<file path="config.mk">
export PLATFORM = sky130hd
export DESIGN_NAME = alu_exec_unit
export DESIGN_NICKNAME = d
export VERILOG_FILES = /design/src/rtl/alu_exec_unit.sv
export SDC_FILE = /design/constraint.sdc
export NUM_CORES = 1
export LEC_CHECK = 0
export CORE_ASPECT_RATIO = 0.9
export CORE_MARGIN = 5
export CORE_UTILIZATION = 35
export DETAILED_ROUTE_END_ITERATION = 10
export SLEW_MARGIN = 20
export SYNTH_ARGS = -nofsm -noshare
export SYNTH_HDL_FRONTEND = slang
export SYNTH_SLANG_ARGS = --single-unit
</file>
<file path="constraint.sdc">
create_clock -name clk -period 2.4 [get_ports clk]
set_input_delay 0.48 -clock clk [delete_from_list [all_inputs] [get_ports clk]]
set_output_delay 0.48 -clock clk [all_outputs]
set_load 0.05 [all_outputs]
</file>
<file path="src/rtl/alu_exec_unit.sv">
// -----------------------------------------------------------------------------
// alu_exec_unit
//   Execute stage that follows the ALU control decoder. Logic and arithmetic ops
//   complete in one clock. Shift ops (SLL/SRL/SRA) run iteratively, one bit per
//   clock. Valid/ready handshakes on both sides let a running shift stall the
//   upstream pipeline, and let a slow consumer hold the result.
//
// Ports
//   clk, rst_n          clock (rising edge), asynchronous active-low reset
//   in_valid/in_ready   request handshake; inputs are sampled only on accept
//   alu_control[3:0]    op code from the decoder
//   operand_a/operand_b operands (operand_a is the value shifted by shift ops)
//   shamt[SHAMT_W-1:0]  shift amount, used by shift ops only
//   out_valid/out_ready result handshake
//   result, zero, overflow, illegal_op   registered result and flags
// -----------------------------------------------------------------------------
module alu_exec_unit #(
    parameter int WIDTH   = 32,
    parameter int SHAMT_W = 5
) (
    input  logic               clk,
    input  logic               rst_n,
    input  logic               in_valid,
    output logic               in_ready,
    input  logic [3:0]         alu_control,
    input  logic [WIDTH-1:0]   operand_a,
    input  logic [WIDTH-1:0]   operand_b,
    input  logic [SHAMT_W-1:0] shamt,
    output logic               out_valid,
    input  logic               out_ready,
    output logic [WIDTH-1:0]   result,
    output logic               zero,
    output logic               overflow,
    output logic               illegal_op
);

    localparam logic [3:0] OP_AND = 4'b0000;
    localparam logic [3:0] OP_OR  = 4'b0001;
    localparam logic [3:0] OP_ADD = 4'b0010;
    localparam logic [3:0] OP_XOR = 4'b0011;
    localparam logic [3:0] OP_SUB = 4'b0110;
    localparam logic [3:0] OP_SLT = 4'b0111;
    localparam logic [3:0] OP_SLL = 4'b1000;
    localparam logic [3:0] OP_SRL = 4'b1001;
    localparam logic [3:0] OP_SRA = 4'b1010;

    typedef enum logic {
        S_IDLE  = 1'b0,
        S_SHIFT = 1'b1
    } state_t;

    state_t             state_reg, state_next;
    logic               out_valid_reg, out_valid_next;
    logic [WIDTH-1:0]   result_reg, result_next;
    logic               zero_reg, zero_next;
    logic               overflow_reg, overflow_next;
    logic               illegal_reg, illegal_next;
    logic [WIDTH-1:0]   shift_reg, shift_next;
    logic [SHAMT_W-1:0] count_reg, count_next;
    logic               left_reg, left_next;
    logic               arith_reg, arith_next;

    logic               accept;
    logic               is_shift;
    logic               start_shift;
    logic [WIDTH-1:0]   sum;
    logic [WIDTH-1:0]   diff;
    logic [WIDTH-1:0]   alu_res;
    logic               alu_ovf;
    logic               alu_ill;
    logic [WIDTH-1:0]   shl_step;
    logic [WIDTH-1:0]   shr_step;
    logic [WIDTH-1:0]   shift_step;
    logic               fill_bit;

    assign in_ready    = (state_reg == S_IDLE) && (!out_valid_reg || out_ready);
    assign accept      = in_valid && in_ready;
    assign is_shift    = (alu_control == OP_SLL) || (alu_control == OP_SRL) ||
                         (alu_control == OP_SRA);
    // A zero-length shift completes like any single-cycle op.
    assign start_shift = is_shift && (shamt != '0);

    assign sum  = operand_a + operand_b;
    assign diff = operand_a - operand_b;

    // One-bit shift network for the iterative shifter. Right shifts fill the
    // MSB with the latched sign for SRA and with zero for SRL.
    assign fill_bit = arith_reg & shift_reg[WIDTH-1];

    genvar gi;
    generate
        for (gi = 0; gi < WIDTH; gi++) begin : g_step
            if (gi == 0) begin : g_lsb
                assign shl_step[gi] = 1'b0;
            end else begin : g_lmid
                assign shl_step[gi] = shift_reg[gi-1];
            end
            if (gi == WIDTH-1) begin : g_msb
                assign shr_step[gi] = fill_bit;
            end else begin : g_rmid
                assign shr_step[gi] = shift_reg[gi+1];
            end
        end
    endgenerate

    assign shift_step = left_reg ? shl_step : shr_step;

    // Single-cycle result. Shift codes land here only when shamt==0, in which
    // case operand_a passes through unchanged.
    always_comb begin
        alu_res = '0;
        alu_ovf = 1'b0;
        alu_ill = 1'b0;
        case (alu_control)
            OP_AND: alu_res = operand_a & operand_b;
            OP_OR:  alu_res = operand_a | operand_b;
            OP_XOR: alu_res = operand_a ^ operand_b;
            OP_ADD: begin
                alu_res = sum;
                alu_ovf = (operand_a[WIDTH-1] == operand_b[WIDTH-1]) &&
                          (sum[WIDTH-1] != operand_a[WIDTH-1]);
            end
            OP_SUB: begin
                alu_res = diff;
                alu_ovf = (operand_a[WIDTH-1] != operand_b[WIDTH-1]) &&
                          (diff[WIDTH-1] != operand_a[WIDTH-1]);
            end
            // Direct signed compare, so it stays correct when a-b overflows.
            OP_SLT: alu_res = {{(WIDTH-1){1'b0}},
                               ($signed(operand_a) < $signed(operand_b))};
            OP_SLL, OP_SRL, OP_SRA: alu_res = operand_a;
            default: alu_ill = 1'b1;
        endcase
    end

    // State register and datapath registers.
    always_ff @(posedge clk or negedge rst_n) begin
        if (!rst_n) begin
            state_reg     <= S_IDLE;
            out_valid_reg <= 1'b0;
            result_reg    <= '0;
            zero_reg      <= 1'b0;
            overflow_reg  <= 1'b0;
            illegal_reg   <= 1'b0;
            shift_reg     <= '0;
            count_reg     <= '0;
            left_reg      <= 1'b0;
            arith_reg     <= 1'b0;
        end else begin
            state_reg     <= state_next;
            out_valid_reg <= out_valid_next;
            result_reg    <= result_next;
            zero_reg      <= zero_next;
            overflow_reg  <= overflow_next;
            illegal_reg   <= illegal_next;
            shift_reg     <= shift_next;
            count_reg     <= count_next;
            left_reg      <= left_next;
            arith_reg     <= arith_next;
        end
    end

    // Next-state logic.
    always_comb begin
        state_next = state_reg;
        case (state_reg)
            S_IDLE:  if (accept && start_shift) state_next = S_SHIFT;
            S_SHIFT: if (count_reg == SHAMT_W'(1)) state_next = S_IDLE;
            default: state_next = S_IDLE;
        endcase
    end

    // Output / datapath next values. Result and flags change only on an
    // accept or at shift completion, so they hold while out_valid && !out_ready.
    always_comb begin
        out_valid_next = out_valid_reg && !out_ready;
        result_next    = result_reg;
        zero_next      = zero_reg;
        overflow_next  = overflow_reg;
        illegal_next   = illegal_reg;
        shift_next     = shift_reg;
        count_next     = count_reg;
        left_next      = left_reg;
        arith_next     = arith_reg;
        case (state_reg)
            S_IDLE: begin
                if (accept) begin
                    if (start_shift) begin
                        shift_next     = operand_a;
                        count_next     = shamt;
                        left_next      = (alu_control == OP_SLL);
                        arith_next     = (alu_control == OP_SRA);
                        out_valid_next = 1'b0;
                    end else begin
                        result_next    = alu_res;
                        zero_next      = (alu_res == '0);
                        overflow_next  = alu_ovf;
                        illegal_next   = alu_ill;
                        out_valid_next = 1'b1;
                    end
                end
            end
            S_SHIFT: begin
                shift_next = shift_step;
                count_next = count_reg - SHAMT_W'(1);
                if (count_reg == SHAMT_W'(1)) begin
                    result_next    = shift_step;
                    zero_next      = (shift_step == '0);
                    overflow_next  = 1'b0;
                    illegal_next   = 1'b0;
                    out_valid_next = 1'b1;
                end
            end
            default: ;
        endcase
    end

    assign out_valid  = out_valid_reg;
    assign result     = result_reg;
    assign zero       = zero_reg;
    assign overflow   = overflow_reg;
    assign illegal_op = illegal_reg;

endmodule

</file>
# Word-level counts from Yosys, hierarchy flattened
# Cells that the tools add are included.
[totals] register_bits=76 input_bits=77 out_inout_bits=37 elab_cells=89
[classes] add_sub_neg=3 order_cmp=1 eq_ne=17 muxes=32 bitwise=5 n_reduce_logical=21
[ops] operator="32-bit case mux with 7 select lines" n=1
[ops] operator="32-bit 2-to-1 mux" n=6
[ops] operator="32-bit case mux with 2 select lines" n=2
[ops] operator="32-bit logical NOT" n=2
[ops] operator="32-bit adder" n=1
[ops] operator="32-bit AND" n=1
[ops] operator="32-bit less-than comparator" n=1
[ops] operator="32-bit OR" n=1
[ops] operator="32-bit subtractor" n=1
[ops] operator="32-bit bitwise XOR" n=1
[ops] operator="1-bit 2-to-1 mux" n=14
[ops] operator="4-bit == test, second input constant" n=3
[ops] operator="1-bit case mux with 2 select lines" n=6
[ops] operator="5-bit 2-to-1 mux" n=2
[ops] operator="5-bit case mux with 2 select lines" n=1
[ops] operator="9-bit OR reduction" n=1
[ops] operator="4-bit by 2-bit == test with 1-bit output, second input constant" n=2
[ops] operator="4-bit by 3-bit == test with 1-bit output, second input constant" n=2
[ops] operator="1-bit logical AND" n=7
[ops] operator="2-bit inequality test, second input constant" n=3
[ops] operator="3-bit AND reduction" n=2
[ops] operator="5-bit by 1-bit == test with 1-bit output, second input constant" n=1
[ops] operator="5-bit nonzero test" n=1
[ops] operator="5-bit by 1-bit subtractor with 5-bit output, second input constant" n=1
[ops] operator="other kinds (11)" n=16

# Longest topological paths before layout
# Gate-level depths: netlist of the first run.
[depth] word_depth=7 ltp_mapped=15 depth_no_buf=15

# Worst setup path before layout of the first run
# OpenSTA, ideal clock, no wires.
[synth_timing] path_type="in2reg" start="input port operand_a[0]" end="register zero_reg (netlist: zero)" t_arrival_ns=3.520 setup_slack_ns=-1.239 path_stages=15 cell_sequence="inv_1 -> ha_1 -> fa_1 -> or2_4 -> a2111o_1 -> a311oi_2 -> nand2_1 -> a211o_1 -> a311oi_2 -> nor3_1 -> nor3_2 -> nor2_1 -> nand3_1 -> and4b_1 -> a31o_1"
[synth_via] elab_chain_cells=6
[synth_lines] element="start: declaration" line_no="26" source="input logic [WIDTH-1:0] operand_a,"
[synth_lines] element="32-bit subtractor (tied with other cells)" line_no="84" source="assign diff = operand_a - operand_b;"
[synth_lines] element="32-bit case mux with 7 select lines (*)" line_no="114" source="case (alu_control)"
[synth_lines] element="32-bit logical NOT (*)" line_no="196" source="zero_next = (alu_res == '0);"
[synth_lines] element="1-bit 2-to-1 mux (*)" line_no="188" source="if (start_shift) begin"
[synth_lines] element="1-bit 2-to-1 mux (*)" line_no="187" source="if (accept) begin"
[synth_lines] element="1-bit case mux with 2 select lines (*)" line_no="185" source="case (state_reg)"
[synth_lines] element="end signal: assignment" line_no="153" source="zero_reg <= zero_next;"
[synth_lines] element="end: declaration" line_no="55" source="logic zero_reg, zero_next;"
# Mark *: on every way between the ends. The rest lies on a longest branch, timed or not. The select of a mux whose other input is x is not followed.
# A chain may end at the register's enable or synchronous reset.

# Worst setup path after layout of the first run
# Ends and elaborated chain as after synthesis.

==> summary.txt, run 1 <==
GRT
  – First-pass GRT wire length: 71.68 mm
  – Pin count of the biggest net entering global routing: 48
  – GRT overflow: 0
  – Number of global-route vias before repair: 12532
  – Initial antenna violation count: 0
  – Total track usage: 0.2911

Setup path
  – Crit start category: input port
  – CP Max Fanout: 3
  – Critical path, cell by cell: buf_12 -> inv_12 -> ha_4 -> fa_2 -> or2_4 -> a2111o_1 -> a311oi_2 -> nand2_1 -> a211o_1 -> nand3_2 -> nor3b_4 -> o21ai_2 -> nor4b_2 -> nand3_1 -> and4b_1 -> a31o_1
  – WP depth: 16
  – CP Data Required Time: 2.67 ns
  – R2R Path End: zero
  – Internal reg-to-reg setup slack: -0.34 ns
  – WS Path Type: input port to flop
  – Reg2reg start: count_reg[1]
  – Arr. time, crit path: 3.75 ns
  – CP top delay family: compound AO/OA/AOI/OAI gates
  – R2R depth: 13
  – CP Capture Point: zero
  – Worst Path Buf+Inv: 2
  – Critical path's slowest cell: a2111o_1
  – Crit end category: flop
  – Slowest Stage Delay on Critical Path: 0.43 ns
  – Critical Path Start: operand_a[0]

Yosys
  – Syn Inst Count: 1293
  – Post-synthesis sequential area ratio: 0.1970
  – Yosys cell types: 90
  – Yosys Warn Count: 0
  – Share of flip-flops with an asynchronous set or reset: 1.000
  – Most common flop cell mapped by yosys: dfrtp_1
  – Syn Std Cell Area: 0.009656 mm2
  – Post-synth EDFFs: 0
  – Syn Nets: 1482
  – Post-synthesis register bit count: 76
  – Avg Cell Area, Syn: 7.468 um2

Run
  – Max Cap Violations: 0

Cells and area
  – Flip-flop and latch area: 0.001903 mm2
  – Area of the multi-input gates: 0.008697 mm2
  – Ant. Diodes: 0
  – Area Overhead vs Synth: 78.97%
  – Layout Nets: 2078
  – Core Util, Final: 0.6376
  – Fill cells: 2382
  – Layout cells sized above 1: 0.4768

Drt
  – DRT iter0 DRCs: 1374
  – Via/cell ratio: 5.722
  – Final wirelength: 47.24 mm
  – WL/cell: 21.01 um
  – Remaining DRCs: 0
  – Vias: 12862
  – Initial DRT Pass Iterations: 6
  – Number of routed nets with antenna violations: 0

STA
  – Setup violators final: 29
  – WHS: 0.1124 ns
  – Worst-Margin Slew: 0.6987 ns
  – Final worst slack: -1.072 ns
  – Clk_skew: 0.007006 ns
  – Tmin final: 3.472 ns
  – Fin. Hold Viols: 0
  – Period utilization: 1.447
  – Max Freq: 0.2880 GHz
  – Max-slew violations: 0
  – Slew headroom: 0.5342
  – RSZ-0062 raised after global routing: yes

Floorplanning
  – Die area: 0.03101 mm2
  – Die height: 167.6 um
  – Initial Util: 0.3563
  – Num rows: 57
  – Core area: 0.02710 mm2
  – Io pins: 114
  – Die width: 185.1 um

Run status
  – Failing checks: negative setup slack
  – Status: complete, but fails checks

Clocking
  – Max clock buf depth: 2
  – CTS tree: yes
  – Hold_buf cts: 0
  – Num CTS Buffers: 9
  – CTS sink count: 76
  – Worst-Skew Late Latency: 0.33 ns
  – H-tree depth: 3
  – Root buf cell: clkbuf_16
  – Worst-path clk slew: 0.06 ns

Pwr
  – Cell leakage power: 7.770 nW
  – Reg power frac: 0.199
  – Switch share: 0.4711
  – P_sw: 5.388 mW
  – Power Density: 661.9 mW/mm2
  – Peak supply drop: 0.5885 mV
  – Cell Int Power: 6.049 mW
  – Comb pwr share: 0.679
  – Clock network power share: 0.122

Placement
  – Final HPWL DP: 37.16 mm
  – Placer Congestion: 1.024
  – PortBufs: 113

Worst hold path
  – HP Class: input port to asynchronous set/reset pin
## stage by stage
| step | worst slack, ns | cell area, um2 | power, mW | TNS, ns | cells |
|---|---|---|---|---|---|
| 2_1_floorplan | -1.002 | 9967 | 6.022 | -10.32 | 1293 |
| 3_3_place_gp | -1.944 | 14970 | 9.056 | -64.66 | 2167 |
| 3_5_place_dp | -1.992 | 14970 | 9.128 | -67.50 | 2167 |
| 4_1_cts | -1.177 | 16680 | 11.08 | -19.25 | 2234 |
| 5_1_grt | -1.155 | 17280 | 12.04 | -19.15 | 2248 |
| 6_report | -1.072 | 17280 | 11.44 | -17.15 | 2248 |
## per-layer routing
metal  global-route usage  vias up  routed length [um]
li1                     -     5987                   -
met1               0.4297     6191               21560
met2               0.4490      610               20850
met3              0.03905       74                3822
met4              0.07084        0                1003
met5                    0        -                   0
## worst min path at each step
stage	from	endpoint	slack, ns
after floorplan	rst_n	arith_reg	0.18
after CTS	rst_n	result[3]	0.13
after global routing	rst_n	result[3]	0.14
after global placement	result[12]	result[12]	0.46
final	rst_n	result[3]	0.11
after detailed placement	result[12]	result[12]	0.47
## Yosys cell counts, types with 10 or more instances
cell / instances / area share
a211oi_1: 14 / 0.011
a21oi_1: 127 / 0.066
a221o_1: 10 / 0.010
a221oi_1: 10 / 0.0091
a22oi_1: 14 / 0.011
a31oi_1: 12 / 0.0078
buf_2: 15 / 0.0078
clkbuf_1: 56 / 0.022
dfrtp_1: 76 / 0.20
ha_1: 110 / 0.14
inv_1: 104 / 0.040
mux2i_1: 33 / 0.034
nand2_1: 142 / 0.055
nand2b_1: 11 / 0.0071
nand3_1: 19 / 0.0098
nand4_1: 25 / 0.016
nor2_1: 114 / 0.044
nor2b_1: 16 / 0.010
nor3_1: 27 / 0.014
nor4_1: 14 / 0.0091
o211ai_1: 14 / 0.011
o21ai_0: 85 / 0.044
o221ai_1: 40 / 0.036
o31ai_1: 13 / 0.010
## cells by family after synthesis
kind of cell | share of synthesized area
muxes | 0.04354
AOI/OAI and AO/OA | 0.3107
and+or+nand+nor | 0.2172
adders and majority gates | 0.1467
buffers and inverters | 0.07581
DFF | 0.1970
xor gates and xnor gates | 0.009072
## cell usage in the layout (no fill, tap or decap), types with 10 or more instances in the layout
cell and n:
dfrtp_1 75, o21ai_0 52, o221ai_1 34, ha_1 70
a21oi_2 34, inv_1 58, mux2i_1 33, inv_2 40
o21ai_1 13, buf_12 10, clkdlybuf4s50_1 59, o21ai_2 21
nand3_1 16, nor2_2 10, nand2_2 13, buf_6 52
a21oi_1 80, a21oi_4 13, a211oi_1 11, a22oi_1 14
nand2_1 128, clkbuf_2 11, dlygate4sd2_1 15, nor2b_1 12
nor3_1 17, nor2_1 101, o211ai_1 14, buf_4 496
ha_4 33, a221o_1 10, nand4_1 25
## cell type report
class / instances / share of cell area
sequential: 76 / 0.1101
tap: 354 / 0.02563
inverter: 104 / 0.02484
multi-input combinational: 1032 / 0.5033
clock buffer: 11 / 0.01463
clock inverter: 5 / 0.003475
timing repair buffer: 666 / 0.3180
## worst register-to-register path: stages (launching register included)
cell and delay, ns:
dfrtp_1 0.38, inv_1 0.08, ha_1 0.13, nor4b_2 0.31, nand2_1 0.10, nand2_1 0.10
nor2_1 0.09, nand4b_1 0.28, nor4b_4 0.30, o2111a_1 0.23, and4_1 0.20, nand3_1 0.08
and4b_1 0.25, a31o_1 0.14
## repair_timing
action / in CTS / in global routing
endpoints found under the setup margin: 74 / 50
buffers inserted: 54 / 31
pin swaps: 101 / 85
gates cloned: 1 / 0
resized for setup: 345 / 177
## power by group through the flow
stage                     clock, mW  combinational [mW]  sequential [mW]
after global routing           1.47                8.24             2.34
after floorplan                   0                2.87             3.15
after CTS                      1.41                7.41             2.26
after global placement            0                6.78             2.28
final                          1.40                7.76             2.28
after detailed placement          0                6.85             2.28
Power figures use the tool's default switching activity.
==> run 2: changes to the inputs <==
--- a/config.mk
+++ b/config.mk
@@ -9,6 +9,7 @@
 export CORE_MARGIN = 5
 export CORE_UTILIZATION = 35
 export DETAILED_ROUTE_END_ITERATION = 10
+export REMOVE_ABC_BUFFERS = 1
 export SLEW_MARGIN = 20
 export SYNTH_ARGS = -nofsm -noshare
 export SYNTH_HDL_FRONTEND = slang
==> run 2 against run 1 <==
The run still ends with negative setup slack left; fmax is 2.2% lower; setup slack worse by 0.079 ns; sequential share of layout area hardly changed; critical path type unchanged; largest cell class unchanged.
==> summary.txt, run 2 (synthesis results as in run 1) <==
Run status
  – Status: complete, but fails checks (unchanged)
  – Failing checks: negative setup slack (unchanged)

Floorplanning
  – Die width: 185.1 um (unchanged)
  – Io pins: 114 (unchanged)
  – Core area: 0.02710 mm2 (unchanged)
  – Num rows: 57 (unchanged)
  – Initial Util: 0.3563 (unchanged)
  – Die height: 167.6 um (unchanged)
  – Die area: 0.03101 mm2 (unchanged)

GRT
  – Pin count of the biggest net entering global routing: 53 (was 48)
  – GRT overflow: 0 (unchanged)
  – Number of global-route vias before repair: 13112 (was 12532)
  – Total track usage: 0.3001 (was 0.2911)
  – First-pass GRT wire length: 73.97 mm (was 71.68 mm)
  – Initial antenna violation count: 0 (unchanged)

Setup path
  – Crit end category: flop (unchanged)
  – Critical Path Start: operand_a[0] (unchanged)
  – CP Max Fanout: 3 (unchanged)
  – Reg2reg start: count_reg[1] (unchanged)
  – Arr. time, crit path: 3.84 ns (was 3.75 ns)
  – Crit start category: input port (unchanged)
  – WS Path Type: input port to flop (unchanged)
  – CP Data Required Time: 2.69 ns (was 2.67 ns)

Pwr
  – Power Density: 660.3 mW/mm2 (was 661.9 mW/mm2)
  – Peak supply drop: 0.8473 mV (was 0.5885 mV)
  – Switch share: 0.4845 (was 0.4711)
  – Clock network power share: 0.107 (was 0.122)
  – Cell leakage power: 7.796 nW (was 7.770 nW)
  – P_sw: 5.536 mW (was 5.388 mW)
  – Reg power frac: 0.204 (was 0.199)
  – Cell Int Power: 5.889 mW (was 6.049 mW)
  – Comb pwr share: 0.690 (was 0.679)

Cells and area
  – Leading cell type in the layout, fill and taps excluded: buf_4 (unchanged)
  – Most frequent cells in the layout: buf_4, nand2_1, nor2_1 (unchanged)
  – Non-filler cells, final: 2245 (was 2248)
  – Layout Nets: 2078 (unchanged)
  – Area Overhead vs Synth: 79.19% (was 78.97%)
  – Final instance area: 0.01730 mm2 (was 0.01728 mm2)
  – Layout cells sized above 1: 0.4611 (was 0.4768)
  – Ant. Diodes: 0 (unchanged)

Drt
  – Via/cell ratio: 5.871 (was 5.722)
  – DRT iter0 DRCs: 1413 (was 1374)
  – WL/cell: 21.69 um (was 21.01 um)
  – Final wirelength: 48.70 mm (was 47.24 mm)
  – Initial DRT Pass Iterations: 7 (was 6)
  – Number of routed nets with antenna violations: 0 (unchanged)
  – Vias: 13180 (was 12862)
  – Remaining DRCs: 0 (unchanged)

STA
  – Max Freq: 0.2816 GHz (was 0.2880 GHz)
  – Period utilization: 1.480 (was 1.447)
  – RSZ-0062 raised after global routing: yes (unchanged)
  – Worst-Margin Slew: 0.7723 ns (was 0.6987 ns)
  – Clk_skew: 0.007048 ns (was 0.007006 ns)
  – Setup violators final: 28 (was 29)
  – Tmin final: 3.551 ns (was 3.472 ns)
  – Slew headroom: 0.4851 (was 0.5342)
  – Max-slew violations: 0 (unchanged)
  – Final worst slack: -1.151 ns (was -1.072 ns)
  – Fin. Hold Viols: 0 (unchanged)

Placement
  – Placed standard-cell area: 0.01456 mm2 (was 0.01497 mm2)
  – Placed cells: 2145 (was 2167)
  – Final HPWL DP: 36.05 mm (was 37.16 mm)
  – Placer Congestion: 0.9505 (was 1.024)
  – PortBufs: 113 (unchanged)

Clocking
  – Worst-Skew Late Latency: 0.35 ns (was 0.33 ns)
  – CTS sink count: 76 (unchanged)
  – Hold_buf cts: 0 (unchanged)
  – Root buf cell: clkbuf_16 (unchanged)
  – Worst-path clk slew: 0.06 ns (about the same)
  – Max clock buf depth: 2 (unchanged)
  – CTS tree: yes (unchanged)
  – H-tree depth: 3 (unchanged)
  – Num CTS Buffers: 9 (unchanged)

Worst hold path
  – HP Class: input port to asynchronous set/reset pin (unchanged)

Run
  – Max Cap Violations: 0 (unchanged)
run 2: what timing repair did:
action / 4_1_cts / 5_1_grt
gates cloned: 1 / 0
endpoints found under the setup margin: 58 / 54
pin swaps: 125 / 62
resized for setup: 505 / 81
setup buffers: 84 / 23
run 2: final timing paths:
kind	to	cells past startpoint	slack, ns
max	zero	17	-1.15
min	count_reg[4]	1	0.12
max reg2reg	zero	13	-0.24
min reg2reg	overflow	2	0.50
max in group asynchronous	result[15]	2	1.67
min in group clk	left_reg	3	0.49
run 2: area by class of cell:
type | count | area (um2)
timing repair buffer | 666 | 5697
sequential | 76 | 1903
clock inverter | 3 | 17.52
tap | 354 | 442.9
inverter | 104 | 407.9
clock buffer | 10 | 229.0
fill | 2253 | 9799
multi-input combinational | 1032 | 8605
run 2: per-stage QoR:
stage	worst slack [ns]	utilization	TNS [ns]	hold WS [ns]	total power, mW
2_1_floorplan	-2.799	-	-96.22	0.1844	5.799
3_3_place_gp	-2.160	0.5372	-64.10	0.4800	8.905
3_5_place_dp	-2.201	0.5372	-66.64	0.4800	8.983
4_1_cts	-1.115	0.6195	-16.72	0.1414	10.97
5_1_grt	-1.246	0.6384	-19.93	0.1638	12.00
6_report	-1.151	0.6384	-17.95	0.1181	11.42
run 2: per-layer routing:
layer  track usage  wire [um]
met5             0          0
met4        0.1280       2776
met3       0.05401       4225
met2        0.4733      21500
met1        0.4027      20200
run 2: critical path, stage by stage:
cell and delay (ns):
buf_8 0.09, inv_4 0.04, ha_4 0.16, fa_2 0.39, or2_4 0.24, a2111o_1 0.44, buf_4 0.17, nand2_2 0.07
a21boi_2 0.06, a221o_1 0.36, a21oi_2 0.20, nor4b_4 0.25, o2111a_1 0.24, and4_1 0.20, nand3_1 0.08, and4b_1 0.25
a31o_1 0.12
run 2: power by group through the flow:
stage          registers, mW  clock network [mW]  logic [mW]
6_report                2.33                1.22        7.88
2_1_floorplan           3.26                   0        2.53
3_5_place_dp            2.31                   0        6.67
3_3_place_gp            2.31                   0        6.60
4_1_cts                 2.30                1.22        7.44
5_1_grt                 2.38                1.29        8.34
